==> src/rtl/vu_cycle_sequencer.sv <==
// Bus-cycle sequencer: follows a RAS-framed bus cycle, classifies the strobe and
// queues one {kind, addr, data} event per completed cycle in a show-ahead FIFO.
module vu_cycle_sequencer #(
   parameter int unsigned TIMEOUT = 31,
   parameter int unsigned DEPTH   = 4
) (
   input  logic        clk,
   input  logic        reset,
   input  logic        negedge_ras_n,
   input  logic        posedge_ras_n,
   input  logic        negedge_zpzu_n,
   input  logic        negedge_chtzu_n,
   input  logic        negedge_zpvv_n,
   input  logic        negedge_chtvv_n,
   input  logic        clean_stack,
   input  logic        addr_valid,
   input  logic [15:0] addr,
   input  logic [7:0]  shavv,
   output logic        ev_valid,
   output logic [2:0]  ev_kind,
   output logic [15:0] ev_addr,
   output logic [7:0]  ev_data,
   input  logic        ev_ready,
   output logic        overflow,
   input  logic        ovf_clr,
   output logic        timeout_err,
   output logic        busy
);

   localparam int unsigned AW = (DEPTH > 1) ? $clog2(DEPTH) : 1;
   localparam int unsigned CW = AW + 1;
   localparam int unsigned TW = $clog2(TIMEOUT + 1) + 1;

   localparam logic [AW-1:0] PTR_ONE  = AW'(1);
   localparam logic [CW-1:0] CNT_ONE  = CW'(1);
   localparam logic [CW-1:0] CNT_FULL = CW'(DEPTH);
   localparam logic [TW-1:0] TO_ONE   = TW'(1);
   localparam logic [TW-1:0] TO_LAST  = TW'(TIMEOUT - 1);
   localparam logic [TW-1:0] TO_MAX   = TW'(TIMEOUT);

   typedef enum logic [2:0] {
      IDLE,
      ROW,
      ADDR,
      CAPTURE,
      WAIT_END
   } state_t;

   typedef struct packed {
      logic [2:0]  kind;
      logic [15:0] addr;
      logic [7:0]  data;
   } event_t;

   state_t          state_q, state_d;
   logic [TW-1:0]   tmo_q, tmo_d;
   logic [15:0]     addr_q, addr_d;
   logic [2:0]      kind_q, kind_d;
   logic            push;
   logic            timeout_hit;

   event_t          mem_q [DEPTH];
   event_t          mem_d [DEPTH];
   logic [AW-1:0]   wr_ptr_q, wr_ptr_d;
   logic [AW-1:0]   rd_ptr_q, rd_ptr_d;
   logic [CW-1:0]   count_q, count_d;
   logic            overflow_q, overflow_d;
   logic            pop;
   logic            push_ok;
   logic            any_strobe;
   logic [1:0]      strobe_code;
   event_t          head;

   // Strobe priority: IO write > IO read > memory write > memory read.
   always_comb begin
      any_strobe  = negedge_zpvv_n | negedge_chtvv_n | negedge_zpzu_n | negedge_chtzu_n;
      strobe_code = 2'd0;
      if (negedge_zpvv_n) begin
         strobe_code = 2'd3;
      end else if (negedge_chtvv_n) begin
         strobe_code = 2'd2;
      end else if (negedge_zpzu_n) begin
         strobe_code = 2'd1;
      end
   end

   always_comb begin
      state_d     = state_q;
      tmo_d       = tmo_q;
      addr_d      = addr_q;
      kind_d      = kind_q;
      push        = 1'b0;
      timeout_hit = 1'b0;
      case (state_q)
         IDLE: begin
            if (negedge_ras_n) begin
               state_d = ROW;
               tmo_d   = '0;
            end
         end
         ROW: begin
            if (negedge_ras_n) begin
               tmo_d = '0;
            end else if (addr_valid) begin
               state_d = ADDR;
               addr_d  = addr;
            end else if (posedge_ras_n) begin
               state_d = IDLE;
            end else if (tmo_q >= TO_LAST) begin
               state_d     = IDLE;
               timeout_hit = 1'b1;
            end else if (tmo_q != TO_MAX) begin
               tmo_d = tmo_q + TO_ONE;
            end
         end
         ADDR: begin
            if (negedge_ras_n) begin
               state_d = ROW;
               tmo_d   = '0;
            end else if (any_strobe) begin
               state_d = CAPTURE;
               kind_d  = {clean_stack, strobe_code};
            end else if (posedge_ras_n) begin
               state_d = IDLE;
            end
         end
         CAPTURE: begin
            // The push always completes; a RAS fall here only picks the next state.
            push = 1'b1;
            if (negedge_ras_n) begin
               state_d = ROW;
               tmo_d   = '0;
            end else begin
               state_d = WAIT_END;
            end
         end
         WAIT_END: begin
            if (negedge_ras_n) begin
               state_d = ROW;
               tmo_d   = '0;
            end else if (posedge_ras_n) begin
               state_d = IDLE;
            end
         end
         default: state_d = IDLE;
      endcase
   end

   always_comb begin
      pop     = ev_ready && (count_q != '0);
      push_ok = push && ((count_q != CNT_FULL) || pop);

      for (int unsigned i = 0; i < DEPTH; i++) begin
         mem_d[i] = mem_q[i];
      end
      if (push_ok) begin
         mem_d[wr_ptr_q] = '{kind: kind_q, addr: addr_q, data: shavv};
      end

      wr_ptr_d = push_ok ? (wr_ptr_q + PTR_ONE) : wr_ptr_q;
      rd_ptr_d = pop ? (rd_ptr_q + PTR_ONE) : rd_ptr_q;

      count_d = count_q;
      if (push_ok && !pop) begin
         count_d = count_q + CNT_ONE;
      end else if (!push_ok && pop) begin
         count_d = count_q - CNT_ONE;
      end

      // A drop in the same cycle as a clear leaves the flag set.
      overflow_d = overflow_q;
      if (ovf_clr) begin
         overflow_d = 1'b0;
      end
      if (push && !push_ok) begin
         overflow_d = 1'b1;
      end
   end

   always_ff @(posedge clk) begin
      if (reset) begin
         state_q    <= IDLE;
         tmo_q      <= '0;
         addr_q     <= '0;
         kind_q     <= '0;
         wr_ptr_q   <= '0;
         rd_ptr_q   <= '0;
         count_q    <= '0;
         overflow_q <= 1'b0;
         for (int unsigned i = 0; i < DEPTH; i++) begin
            mem_q[i] <= '0;
         end
      end else begin
         state_q    <= state_d;
         tmo_q      <= tmo_d;
         addr_q     <= addr_d;
         kind_q     <= kind_d;
         wr_ptr_q   <= wr_ptr_d;
         rd_ptr_q   <= rd_ptr_d;
         count_q    <= count_d;
         overflow_q <= overflow_d;
         for (int unsigned i = 0; i < DEPTH; i++) begin
            mem_q[i] <= mem_d[i];
         end
      end
   end

   always_comb begin
      ev_valid    = (count_q != '0);
      head        = ev_valid ? mem_q[rd_ptr_q] : '0;
      ev_kind     = head.kind;
      ev_addr     = head.addr;
      ev_data     = head.data;
      overflow    = overflow_q;
      timeout_err = timeout_hit && !reset;
      busy        = (state_q != IDLE);
   end

endmodule

==> config.mk <==
export PLATFORM = sky130hd
export DESIGN_NAME = vu_cycle_sequencer
export DESIGN_NICKNAME = d
export VERILOG_FILES = /design/src/rtl/vu_cycle_sequencer.sv
export SDC_FILE = /design/constraint.sdc
export NUM_CORES = 1
export LEC_CHECK = 0
export BUFFER_PORTS_ARGS = -buffer_cell sky130_fd_sc_hd__buf_4
export CORE_MARGIN = 5
export CORE_UTILIZATION = 40
export DETAILED_ROUTE_END_ITERATION = 8
export GPL_TIMING_DRIVEN = 0
export PLACE_DENSITY = 0.7
export SYNTH_ARGS = -nofsm -noshare
export SYNTH_HDL_FRONTEND = slang
export SYNTH_SLANG_ARGS = --single-unit
==> constraint.sdc <==
create_clock -name clk -period 2.26 [get_ports clk]
set_input_delay 0.113 -clock clk [delete_from_list [all_inputs] [get_ports clk]]
set_output_delay 0.113 -clock clk [all_outputs]
set_load 0.02 [all_outputs]
==> impl_metrics.toml <==
[run_status]
status = "finished, final reports clean"

[die]
start_util_pct = 41.0
io_pins = 67
chipHeight_microns = 135
dieWidth_microns = 135
core-area_sq_um = 15300
placementRows = 45
dieArea_sq_um = 18300

[sta]
fin_setup_tns_ps = 0
fin_crit_sh_pct = 95.9
whs_ps = 32.8
final.setup_skew_ps = 9.18
grt_setup_unrepaired = "false"
maxSlewViolCount = 0
max_slew_margin_pct = 57.3
fmax_mhz = 462
finalSetupViolations = 0
worst_pin_slew_ps = 640
hold_viol_final = 0
period_minus_slack_ps = 2170

[yosys]
synth_top_area_share_pct = 46.6
synth_top_area_cell = "dfxtp_1"
synth.distinct_cells = 42
syn_area_per_cell_sq_um = 8.73
synth_compound_area_share_pct = 11.1
synth_xor_area_share_pct = 0.837
seq_area_frac_synth_pct = 46.6
syn_inst = 719
synth_seq_cells = 146
yosys-top-cells-area = "dfxtp_1 (47%), nand2_1 (13%), mux4_2 (9.7%)"
synthMuxAreaShare_pct = 13.0
synthesis.area_sq_um = 6280
yosysMostFrequentCell = "nand2_1"
synth_top_family_by_area = "simple AND/OR/NAND/NOR gates"
synthTopCellsByCount = "nand2_1 (221), dfxtp_1 (146), a21oi_1 (111), nor2_1 (30), buf_2 (29)"
synthesis.nets = 763
synthAdderAreaFrac_pct = 1.71
yosysWarningCount = 0
synth_edf_count = 0
synth-async-reset-ratio_pct = 0
synth-simple-area-share_pct = 22.3
ys.flop_type = "dfxtp_1"

[worst_setup_path]
crit_path_start_kind = "flop"
endpoint_kind = "flop"
critPathArrivalTime_ps = 2530
critPathBufInv = 2
criticalPathCategory = "flop to flop"
cpPeakStageDelay_ps = 540
critPathMaxFanout = 4
path_cells = "or4b_4 > and2_0 > buf_2 > ha_4 > inv_1 > fa_2 > xor2_1 > or3_1 > a21oi_2"
cpLargestDelayFamily = "simple AND/OR/NAND/NOR gates"
cp_slowest_cell = "or4b_4"
crit_required_ps = 2620

[placement]
gp_congestion = 0.782
dpl.hpwl_microns = 11000
io_buffers = 64
dp_cells = 994

[route]
vias_per_cell = 5.11
drt.antenna.violating_nets = 0
first_pass_iters = 5
drtIter0Drc = 358
drc_errors = 0
wire_per_inst_microns = 15.8
totalWireLength_microns = 16700
vias = 5426

[global_route]
antenna_found_initial = 0
grt-ovfl-total = 0
grt_first_pass_wirelength_microns = 26700
track_usage_pct = 18.6
grt_max_degree = 17
grt_pass1_vias = 5137

[final_layout]
fin_cells = 1062
syn_to_final_growth_pct = 27.6
layout-drive-gt1-share_pct = 20.9
nNetsFinal = 882
utilization_pct = 52.3
diodes = 0
nFillCells = 1430

[cts]
cts_buffers = 17
cts_tree = "done"
clk_latency_ps = 430
cts.path.max_buffers = 2
root_buffer = "clkbuf_16"
clk_pin_slew_ps = 60
htreeDepth = 4
cts_sinks = 146

[power]
p_per_area_nw_per_um2 = 783
ir_drop_uv = 591
p_leak_nw = 2.92

[run]
cap_violations = 0

[hold_path]
hp-class = "input port to flop"
## sequential cells by signal, indices dropped and copies added (netlist names), named ones only
name	count
mem_q	108
addr_q	16
tmo_q	6
count_q	3
kind_q	3
state_q	3
rd_ptr_q	2
wr_ptr_q	2
overflow	1
## final cells by class
type                       instances  area [sq um]  share of cell area, %
buffer                            52           277                   3.45
sequential                       146          2930                   36.6
clock buffer                      28           497                   6.20
inverter                           7          26.3                  0.328
multi-input combinational        511          3100                   38.7
tap                              211           264                   3.29
clock inverter                     4          72.6                  0.906
timing repair buffer             103           846                   10.6
## logic make-up after synthesis
family / count (synthesis)
AOI/OAI and AO/OA: 129
xor gates and xnor gates: 6
adders and majority gates: 8
buffers and inverters: 62
DFF: 146
muxes: 48
and+or+nand+nor: 320
## report_power, final
group,switching (W),total [W],internal (W),leakage (nW)
combinational,0.000485,0.000819,0.000334,1.47
clock,0.00104,0.00275,0.00171,0.273
sequential,0.0000746,0.00270,0.00263,1.18
## cells in the final DEF, fill, tap and decap left out, drive strengths merged
cell type / instances
or4: 2
o211ai: 1
clkinvlp: 1
ha: 7
mux2i: 21
a21oi: 111
or4b: 1
o2bb2ai: 2
a21o: 2
xnor2: 1
nand3: 8
nor2b: 1
a2111o: 1
a211oi: 3
inv: 7
and3b: 1
fa: 1
bufinv: 2
o21a: 2
dlygate4sd3: 29
nor3: 5
or3: 6
dfxtp: 146
mux4: 27
clkinv: 1
nand2b: 5
and2: 29
o2111a: 1
nor4: 4
a211o: 1
nor4b: 2
clkbuf: 49
nand2: 221
and3: 5
buf: 105
xor2: 5
nor2: 30
a31oi: 1
o21ai: 4
## worst min-delay path, cell delays in order
cell,delay (ps)
buf_4,80
a21o_1,100
mux2i_1,60
nor2_1,80
## through the flow
| step | setup slack (ps) | total power [W] | cell area, sq um |
|---|---|---|---|
| 3_5_place_dp | -145 | 0.00350 | 7040 |
| 3_3_place_gp | -118 | 0.00349 | 7040 |
| 5_1_grt | 4.40 | 0.00647 | 8010 |
| 2_1_floorplan | 3.96 | 0.00320 | 6300 |
| 6_report | 93.2 | 0.00627 | 8010 |
| 4_1_cts | 8.13 | 0.00625 | 7950 |
## repair_timing
action	CTS	global route
gates resized for setup	12	9
setup endpoints to repair	23	24
hold buffers	29	0
setup buffers	5	5
endpoints found under the hold margin	52	0
pin swaps	0	4
## path summary, 6_finish.rpt
kind | slack (ps) | endpoint | from | cells past startpoint
max | 90 | count_q[2] | count_q[1] | 9
min | 30 | kind_q[0] | negedge_zpzu_n | 4
max reg2reg | 90 | count_q[2] | count_q[1] | 9
min reg2reg | 450 | mem_q[1][10] | mem_q[1][10] | 2
## routing by layer
layer | wire [microns] | GRT usage, %
met4 | 181 | 4.20
met5 | 0 | 0
met1 | 7270 | 23.5
met2 | 8340 | 31.4
met3 | 947 | 5.65
No activity file was read; power rests on OpenSTA's default activity.
